$ cat config.mk
export PLATFORM = sky130hd
export DESIGN_NAME = mux3_rr_arbiter
export DESIGN_NICKNAME = d
export VERILOG_FILES = /design/src/rtl/mux3_rr_arbiter.sv
export SDC_FILE = /design/constraint.sdc
export NUM_CORES = 1
export LEC_CHECK = 0
export ABC_AREA = 1
export BUFFER_PORTS_ARGS = -buffer_cell sky130_fd_sc_hd__buf_2
export CAP_MARGIN = 5
export CORE_MARGIN = 4
export CORE_UTILIZATION = 51
export DETAILED_ROUTE_END_ITERATION = 6
export MAX_ROUTING_LAYER = met4
export PLACE_DENSITY = 0.87
export SYNTH_ARGS = -nofsm -noshare
export SYNTH_HDL_FRONTEND = slang
export SYNTH_SLANG_ARGS = --single-unit
$ cat constraint.sdc
create_clock -name clk -period 7.4 [get_ports clk]
set_clock_uncertainty 0.1 [all_clocks]
set_input_delay 0.37 -clock clk [delete_from_list [all_inputs] [get_ports clk]]
set_output_delay 0.37 -clock clk [all_outputs]
set_load 0.03 [all_outputs]
$ cat src/rtl/mux3_rr_arbiter.sv
// mux3_rr_arbiter
//   Round-robin arbiter that owns the select of a shared 3:1 mux. Grants one
//   requester at a time, limits each grant to MAX_HOLD cycles, and qualifies
//   the muxed data with a valid flag.
//
//   Optional feature macro: MUX3_ARB_STATS_EN
//     defined   -> per-requester saturating 8-bit grant counters
//     undefined -> grant_cnt0..2 tied to 8'h00
//
// Ports
//   clk         in   rising-edge clock
//   rst_n       in   asynchronous active-low reset
//   req[2:0]    in   request per requester (bit i <-> in{i})
//   in0..in2    in   requester data, WIDTH bits
//   grant[2:0]  out  registered one-hot grant (zero when idle)
//   sel[1:0]    out  registered mux select (0..2), holds last value when idle
//   valid       out  high while a grant is active
//   out         out  in[sel] when valid, else zero (combinational)
//   grant_cnt0..2 out per-requester grant counters
//
// State table
//   S_IDLE  | no grant; sel holds its last value
//   S_GRANT | requester sel owns the mux; hold counter running
module mux3_rr_arbiter #(
  parameter int WIDTH    = 1,
  parameter int MAX_HOLD = 4
) (
  input  logic             clk,
  input  logic             rst_n,
  input  logic [2:0]       req,
  input  logic [WIDTH-1:0] in0,
  input  logic [WIDTH-1:0] in1,
  input  logic [WIDTH-1:0] in2,
  output logic [2:0]       grant,
  output logic [1:0]       sel,
  output logic             valid,
  output logic [WIDTH-1:0] out,
  output logic [7:0]       grant_cnt0,
  output logic [7:0]       grant_cnt1,
  output logic [7:0]       grant_cnt2
);

  localparam logic [3:0] HOLD_LAST = 4'(MAX_HOLD - 1);

  typedef enum logic {S_IDLE, S_GRANT} state_t;

  state_t     r_state, w_state_nx;
  logic [1:0] r_ptr, w_ptr_nx;
  logic [3:0] r_hold, w_hold_nx;
  logic [1:0] r_sel, w_sel_nx;
  logic [2:0] r_grant, w_grant_nx;

  logic [1:0] w_ptr_arb;
  logic       w_req_g;
  logic       w_release;
  logic       w_found;
  logic [1:0] w_idx;
  logic       w_new;
  logic [WIDTH-1:0] w_out;

  function automatic logic [1:0] f_inc3(input logic [1:0] v);
    return (v == 2'd2) ? 2'd0 : v + 2'd1;
  endfunction

  // Returns {found, index} of the first set request scanning from p.
  function automatic logic [2:0] f_arb(input logic [2:0] r, input logic [1:0] p);
    logic [1:0] o0, o1, o2;
    logic [2:0] res;
    case (p)
      2'd1:    begin o0 = 2'd1; o1 = 2'd2; o2 = 2'd0; end
      2'd2:    begin o0 = 2'd2; o1 = 2'd0; o2 = 2'd1; end
      default: begin o0 = 2'd0; o1 = 2'd1; o2 = 2'd2; end
    endcase
    res = 3'b000;
    if (r[o0])      res = {1'b1, o0};
    else if (r[o1]) res = {1'b1, o1};
    else if (r[o2]) res = {1'b1, o2};
    return res;
  endfunction

  always_comb begin
    w_req_g = 1'b0;
    case (r_sel)
      2'd0:    w_req_g = req[0];
      2'd1:    w_req_g = req[1];
      default: w_req_g = req[2];
    endcase
  end

  // On a release edge the pointer has already moved past the holder, so the
  // same-cycle arbitration uses the advanced pointer.
  always_comb begin
    w_release = 1'b0;
    w_ptr_arb = r_ptr;
    if (r_state == S_GRANT) begin
      w_release = !w_req_g || (r_hold == HOLD_LAST);
      if (w_release) w_ptr_arb = f_inc3(r_sel);
    end
    {w_found, w_idx} = f_arb(req, w_ptr_arb);
  end

  always_comb begin
    w_state_nx = r_state;
    w_sel_nx   = r_sel;
    w_hold_nx  = r_hold;
    w_ptr_nx   = r_ptr;
    w_new      = 1'b0;
    case (r_state)
      S_IDLE: begin
        if (w_found) begin
          w_state_nx = S_GRANT;
          w_sel_nx   = w_idx;
          w_hold_nx  = 4'd0;
          w_new      = 1'b1;
        end
      end
      default: begin
        if (!w_release) begin
          w_hold_nx = r_hold + 4'd1;
        end else begin
          w_ptr_nx = w_ptr_arb;
          if (w_found) begin
            w_sel_nx  = w_idx;
            w_hold_nx = 4'd0;
            w_new     = 1'b1;
          end else begin
            w_state_nx = S_IDLE;
            w_hold_nx  = 4'd0;
          end
        end
      end
    endcase
    w_grant_nx = (w_state_nx == S_GRANT) ? (3'b001 << w_sel_nx) : 3'b000;
  end

  always_ff @(posedge clk or negedge rst_n) begin
    if (!rst_n) begin
      r_state <= S_IDLE;
      r_ptr   <= 2'd0;
      r_hold  <= 4'd0;
      r_sel   <= 2'd0;
      r_grant <= 3'b000;
    end else begin
      r_state <= w_state_nx;
      r_ptr   <= w_ptr_nx;
      r_hold  <= w_hold_nx;
      r_sel   <= w_sel_nx;
      r_grant <= w_grant_nx;
    end
  end

  always_comb begin
    w_out = '0;
    if (r_state == S_GRANT) begin
      case (r_sel)
        2'd0:    w_out = in0;
        2'd1:    w_out = in1;
        default: w_out = in2;
      endcase
    end
  end

  assign grant = r_grant;
  assign sel   = r_sel;
  assign valid = (r_state == S_GRANT);
  assign out   = w_out;

`ifdef MUX3_ARB_STATS_EN
  logic [7:0] r_cnt [3];

  // Counts every new grant, including back-to-back re-grants; saturates at 255.
  always_ff @(posedge clk or negedge rst_n) begin
    if (!rst_n) begin
      for (int i = 0; i < 3; i++) r_cnt[i] <= 8'h00;
    end else begin
      for (int i = 0; i < 3; i++) begin
        if (w_new && (w_sel_nx == 2'(i)) && (r_cnt[i] != 8'hFF))
          r_cnt[i] <= r_cnt[i] + 8'h01;
      end
    end
  end

  assign grant_cnt0 = r_cnt[0];
  assign grant_cnt1 = r_cnt[1];
  assign grant_cnt2 = r_cnt[2];
`else
  assign grant_cnt0 = 8'h00;
  assign grant_cnt1 = 8'h00;
  assign grant_cnt2 = 8'h00;
`endif

endmodule

==> results of run 1 <==
-- kinds of logic after synthesis --
| group | count (synthesis) |
|---|---|
| adder cells (fa/ha/maj) | 3 |
| other | 1 |
| buffers and inverters | 44 |
| XOR/XNOR | 2 |
| flip-flops | 12 |
| multiplexers | 1 |
| AND/OR/NAND/NOR | 58 |
| AO/OA/AOI/OAI | 9 |
-- area by class of cell --
type | count | area, sq um
flip-flops and latches | 12 | 300.3
repair buffers | 15 | 80.08
inverters | 20 | 75.07
well taps | 25 | 31.28
fillers | 168 | 742.0
multi-input cells | 97 | 518.0
clock buffers | 4 | 36.28
-- how the worst max path moves through the flow --
stage,start,endpoint,slack [ns],cells after the start
2_1_floorplan,sel[1],r_hold[0],4.74,16
5_1_grt,r_hold[0],grant[0],4.26,18
3_5_place_dp,r_hold[0],grant[0],4.59,18
4_1_cts,r_hold[0],grant[0],4.53,18
3_3_place_gp,r_hold[0],r_hold[0],4.67,15
6_report,r_hold[0],grant[0],4.50,18
-- Yosys cell counts --
cell type / number / area, sq um
nand2_1: 25 / 93.84
buf_4: 24 / 180.2
inv_1: 17 / 63.81
nand3_1: 15 / 75.07
dfrtp_1: 12 / 300.3
nor2_1: 8 / 30.03
ha_1: 3 / 37.54
inv_2: 3 / 11.26
nor2_2: 3 / 18.77
nand2_2: 2 / 12.51
nand3_2: 2 / 20.02
o21ai_0: 2 / 10.01
o21ai_1: 2 / 10.01
o21ai_2: 2 / 17.52
a21boi_2: 1 / 11.26
a21oi_1: 1 / 5.000
conb_1: 1 / 3.750
mux2i_4: 1 / 22.52
nand3_4: 1 / 17.52
nand3b_1: 1 / 7.510
o22ai_2: 1 / 12.51
or2_4: 1 / 8.760
xnor2_1: 1 / 8.760
xor2_1: 1 / 8.760
-- stage by stage --
stage,setup WS [ns],util
6_report,4.500,0.5839
5_1_grt,4.255,0.5839
4_1_cts,4.534,0.5839
3_5_place_dp,4.590,0.5579
3_3_place_gp,4.671,0.5579
2_1_floorplan,4.740,-
-- repair_timing --
item | in CTS | in global routing
hold buffers | 1 | 0
hold endpoints to repair | 12 | 0
endpoints found under the setup margin | 0 | 0
-- sequential cells by signal, summed over array words and instances (netlist names) --
| name | cells |
|---|---|
| r_ptr | 2 |
| valid | 1 |
| grant | 3 |
| sel | 2 |
| r_hold | 4 |
-- critical path: cells and delay by family, from the launching register on --
kind	cells	cell delay [ns]
compound gates	1	0.26
buf+inv	2	0.17
simple gates	13	1.28
flops	1	0.44
fa+ha+maj	2	0.57
-- routing by layer --
metal,up-vias,global-route usage,part of all wire
met5,-,-,0
met4,0,0.07860,0.018
met3,6,0.04298,0.093
met2,46,0.2929,0.53
met1,354,0.1613,0.36
li1,392,-,-
==> results.json, run 1 <==
{
  "status": "finished, final reports clean",
  "wire_per_inst_um": 11.69,
  "fin_cells": 173,
  "cts-root-buf": "clkbuf_4",
  "numCtsBuffers": 3,
  "cp.arrival_ns": 3.01,
  "hold_ws_ns": 0.3851,
  "final_common_cell": "nand2_1",
  "r2r-start": "r_hold[0]",
  "placed_area_sq_um": 994.7,
  "fp.dieH_um": 52.00,
  "path_max_fanout": 6,
  "layout-drive-gt1-share": 0.2365,
  "setup_viol": 0,
  "worst_path_most_repeated_cell": "nand2_1",
  "grt_overflow": 0,
  "critPathCaptureType": "flop",
  "drv_slew": 0,
  "cts_tree": "yes",
  "yosys.area_share.simple": 0.2877,
  "worstSetupPathType": "flop to flop",
  "finalCritPeriodShare": 0.3919,
  "die_w_um": 52.00,
  "io_pins": 39,
  "fmax_mhz": 344.8,
  "grt_pass1_wl_um": 3105,
  "nNetsFinal": 160,
  "postLayoutCellArea_sq_um": 1041,
  "htreeDepth": 1,
  "rr_endpoint": "grant[0]",
  "clock_sinks": 12,
  "first_global_vias": 741,
  "synth_compound_area_frac": 0.06717,
  "worstSkewPairLatency_ns": 0.28,
  "globalplace.congestion": 0.7748,
  "synth-adder-area-share": 0.03802,
  "synth_seq_cells": 12,
  "syn_avg_cell_area_sq_um": 7.594,
  "hold_violations": 0,
  "cp_slowest_cell": "dfrtp_1",
  "cts_setup_buffers": 0,
  "ys_seq_area_frac": 0.3042,
  "initial_core_util": 0.5537,
  "hpwl_um": 1620,
  "synthMuxAreaShare": 0.02281,
  "via_per_inst": 4.613,
  "post-route-min-period_ns": 2.900,
  "cp_data_required_time_ns": 7.51,
  "hp-class": "input pin to asynchronous set/reset pin",
  "antennaDiodeCount": 0,
  "cts_buffer_depth": 2,
  "worstPathCellList": "ha_1, nand3_1, nand2_1, nand2_1, o21ai_1, inv_1, ha_1, inv_2, nand2_1, nand3_1, nand2_1, nor2_2, nand2_2, nand2_2, nand2_1, nand2_1, nand2_1, nor2_1",
  "dieArea_sq_um": 2703,
  "final_cell_mix": "nand2_1, conb_1, inv_1, nand3_1, buf_2",
  "ant_nets": 0,
  "port-buffer-count": 14,
  "synth.cell_area_sq_um": 987.2,
  "cts.repair.resized": 0,
  "synth_top_family_by_area": "simple AND/OR/NAND/NOR gates",
  "r2r_cells": 18,
  "placed_cells": 168,
  "grt_util_all_layers": 0.1630,
  "r2r_setup_slack_ns": 4.50,
  "grt_max_degree": 13,
  "coreArea_sq_um": 1783,
  "std_cell_rows": 15,
  "drt_iter0_markers": 22,
  "netlist_instances": 130,
  "yosysWarnings": 0,
  "drc": 0,
  "finalSetupTns_ns": 0,
  "rsz0062_at_grt": "false",
  "wirelength_um": 2023,
  "yosysUniqueCellTypes": 24,
  "synthXorXnorAreaFrac": 0.01774,
  "start_kind": "flop",
  "maxCapViolCount": 0,
  "max_stage_delay_ns": 0.44,
  "dr.pass1.iters": 4,
  "clk_pin_slew_ns": 0.08,
  "num_vias": 798,
  "antenna_found_initial": 0,
  "area_growth_pct": 5.450
}
Power of run 1 is not shown: default switching activity piles up to over one toggle a cycle in this logic, so the estimate is an artifact.
==> run 2, diff against run 1 <==
ABC_AREA = 0   (was 1)
CORE_UTILIZATION = 48   (was 51)
PLACE_DENSITY = 0.83   (was 0.87)
clock period = 3 ns   (was 7.4 ns; I/O delays follow)
==> run 2 against run 1 <==
Effect of this change: via count grew 5.9%; global-route usage shrank 1.5 points; first-iteration DRC count increased by 41%; clock-buffer cell count unchanged; final cell count is 8.7% lower; worst hold slack got worse by 0.22 ns; die area grew 5.9%; register-to-register slack got worse by 4.5 ns; synthesized cell count is 18% lower; flip-flop and latch count unchanged; fmax fell by 3.0%; utilization fell by 0.35 points; highest routed layer unchanged.
==> results.json, run 2 <==
{
  "status": "finished, final reports clean",
  "yosysUniqueCellTypes": 41,
  "layout-drive-gt1-share": 0.3435,
  "htreeDepth": 1,
  "startpoint": "r_hold[1]",
  "num_vias": 845,
  "cts_tree": "yes",
  "fp.dieH_um": 53.50,
  "p_leak_nw": 0.5811,
  "finalCritPeriodShare": 0.9969,
  "hp-class": "input pin to flop",
  "path_depth": 10,
  "numCtsBuffers": 3,
  "r2r_setup_slack_ns": 0.009,
  "synth.cell_area_sq_um": 993.5,
  "io_pins": 39,
  "rsz0062_at_grt": "true",
  "hold_violations": 0,
  "rr_endpoint": "r_hold[3]",
  "worstSetupEndpoint": "r_hold[3]",
  "start_kind": "flop",
  "clk_pin_slew_ns": 0.07,
  "wirelength_um": 2117,
  "area_growth_pct": 14.61,
  "grt_pass1_wl_um": 2987,
  "netlist.top_cell.by_area": "dfrtp_1",
  "cts_buffer_depth": 2,
  "synth_seq_cells": 12,
  "netlist_instances": 106,
  "largest_reg_flops": 4,
  "worstSetupPathType": "flop to flop",
  "cts-root-buf": "clkbuf_4",
  "dpl_worst_slack_ns": -0.1020,
  "cp_data_required_time_ns": 3.05,
  "max_stage_delay_ns": 0.38,
  "regMostFlops": "r_hold",
  "worstSkewPairLatency_ns": 0.26,
  "synthTopCellsByArea": "dfrtp_1, buf_4, mux2_2",
  "worst_slack_ns": 0.009287,
  "worstPathCellList": "ha_2, or3b_4, o211ai_2, nand2_2, mux2_4, ha_4, maj3_2, a221oi_4, nor2_1, a211o_1",
  "path_buf_inv": 0,
  "drc": 0,
  "coreArea_sq_um": 1962,
  "slew_headroom": 0.6507,
  "power_w": 0.001346,
  "synth.top_cell.area_share": 0.3023,
  "first_global_vias": 711,
  "irDropWorstVdd_v": 0.0007246,
  "synth_edf_count": 0,
  "dr.pass1.iters": 4,
  "initial_core_util": 0.5064,
  "powerDensity_nw_per_um2": 1183,
  "fmax_mhz": 334.4,
  "nNetsFinal": 143,
  "ys_seq_area_frac": 0.3023,
  "r2r-start": "r_hold[1]",
  "syn_avg_cell_area_sq_um": 9.372,
  "ant_nets": 0,
  "cp.arrival_ns": 3.04,
  "grt_max_degree": 13,
  "drt_iter0_markers": 31,
  "critPathCaptureType": "flop",
  "grt_overflow": 0,
  "cp_slowest_cell": "or3b_4",
  "final_cell_mix": "conb_1, buf_2, dfrtp_1, buf_4, nand2_1",
  "globalplace.congestion": 0.8622,
  "post-route-min-period_ns": 2.991,
  "setup_viol": 0,
  "hpwl_um": 1585,
  "drv_slew": 0,
  "postLayoutCellArea_sq_um": 1139,
  "synth-async-reset-ratio": 1.000,
  "crit_family": "adder cells",
  "die_w_um": 53.50,
  "wire_per_inst_um": 13.40,
  "ys.flop_type": "dfrtp_1",
  "grt_util_all_layers": 0.1475,
  "maxCapViolCount": 0,
  "tightest_slew_ns": 0.5240,
  "final_common_cell": "conb_1",
  "path_max_fanout": 4,
  "r2r_cells": 10,
  "dieArea_sq_um": 2862,
  "synth.most_common_cell": "buf_4",
  "via_per_inst": 5.348,
  "port-buffer-count": 14,
  "placed_area_sq_um": 1054,
  "synth_commonest_cells": "buf_4, dfrtp_1, nand2_1",
  "antenna_found_initial": 0,
  "antennaDiodeCount": 0,
  "clock_sinks": 12,
  "std_cell_rows": 16,
  "yosysWarnings": 0
}
-- run 2: worst register-to-register path, cell delays in order (launching register included) --
cell	delay [ns]
dfrtp_1	0.36
ha_2	0.19
or3b_4	0.38
o211ai_2	0.09
nand2_2	0.13
mux2_4	0.35
ha_4	0.22
maj3_2	0.33
a221oi_4	0.36
nor2_1	0.11
a211o_1	0.26
-- run 2: routing by layer --
metal / share of wire / vias up / track usage
met3: 0.12 / 2 / 0.02535
met4: 0.0099 / 0 / 0.05106
met2: 0.47 / 58 / 0.2551
met1: 0.40 / 405 / 0.1704
met5: 0 / - / -
li1: - / 380 / -
-- run 2: kinds of logic after synthesis --
logic type | after synthesis | synth area share
multiplexers | 9 | 0.1007
buffers and inverters | 30 | 0.2204
AND/OR/NAND/NOR | 28 | 0.1436
adder cells (fa/ha/maj) | 4 | 0.04912
AO/OA/AOI/OAI | 22 | 0.1801
flip-flops | 12 | 0.3023
other | 1 | 0.003775
-- run 2: final cells by class --
cell class | count | area (sq um)
Multi-Input combinational cell | 87 | 606.8
Timing Repair Buffer | 26 | 162.7
Clock buffer | 4 | 26.28
Sequential cell | 12 | 301.5
Tap cell | 27 | 33.78
Fill cell | 183 | 823.3
Inverter | 2 | 7.507
-- run 2: power breakdown --
| group | switching (W) | leakage, nW | internal (W) | total, W |
|---|---|---|---|---|
| Combinational | 0.000542 | 0.415 | 0.000430 | 0.000972 |
| Sequential | 0.0000503 | 0.151 | 0.000224 | 0.000274 |
| Clock | 0.0000487 | 0.0150 | 0.0000514 | 0.000100 |
-- run 2: how the worst min path moves through the flow --
| stage | cells past startpoint | to | startpoint | slack [ns] |
|---|---|---|---|---|
| 6_report | 3 | grant[2] | req[2] | 0.17 |
| 5_1_grt | 3 | grant[2] | req[2] | 0.15 |
| 3_5_place_dp | 1 | r_hold[3] | rst_n | -0.06 |
| 4_1_cts | 3 | grant[2] | req[2] | 0.14 |
| 2_1_floorplan | 0 | grant[0] | rst_n | -0.25 |
| 3_3_place_gp | 1 | valid | rst_n | -0.06 |
-- run 2: per-stage QoR --
| step | util | instances | setup TNS, ns | hold slack, ns |
|---|---|---|---|---|
| finish | 0.5804 | 158 | 0 | 0.1651 |
| detailed placement | 0.5370 | 151 | -0.3208 | -0.06089 |
| floorplan | - | 129 | 0 | -0.2456 |
| CTS | 0.5695 | 156 | 0 | 0.1404 |
| global placement | 0.5370 | 151 | 0 | -0.06442 |
| global route | 0.5804 | 158 | -0.1217 | 0.1536 |
-- run 2: timing repair --
| action | CTS | global route |
|---|---|---|
| buffers inserted | 0 | 2 |
| setup endpoints to repair | 8 | 6 |
| hold endpoints to repair | 12 | 0 |
| pin swaps | 1 | 6 |
| hold buffers | 1 | 0 |
| gates resized for setup | 5 | 2 |
Note: power is estimated with default switching activity, not from simulation.
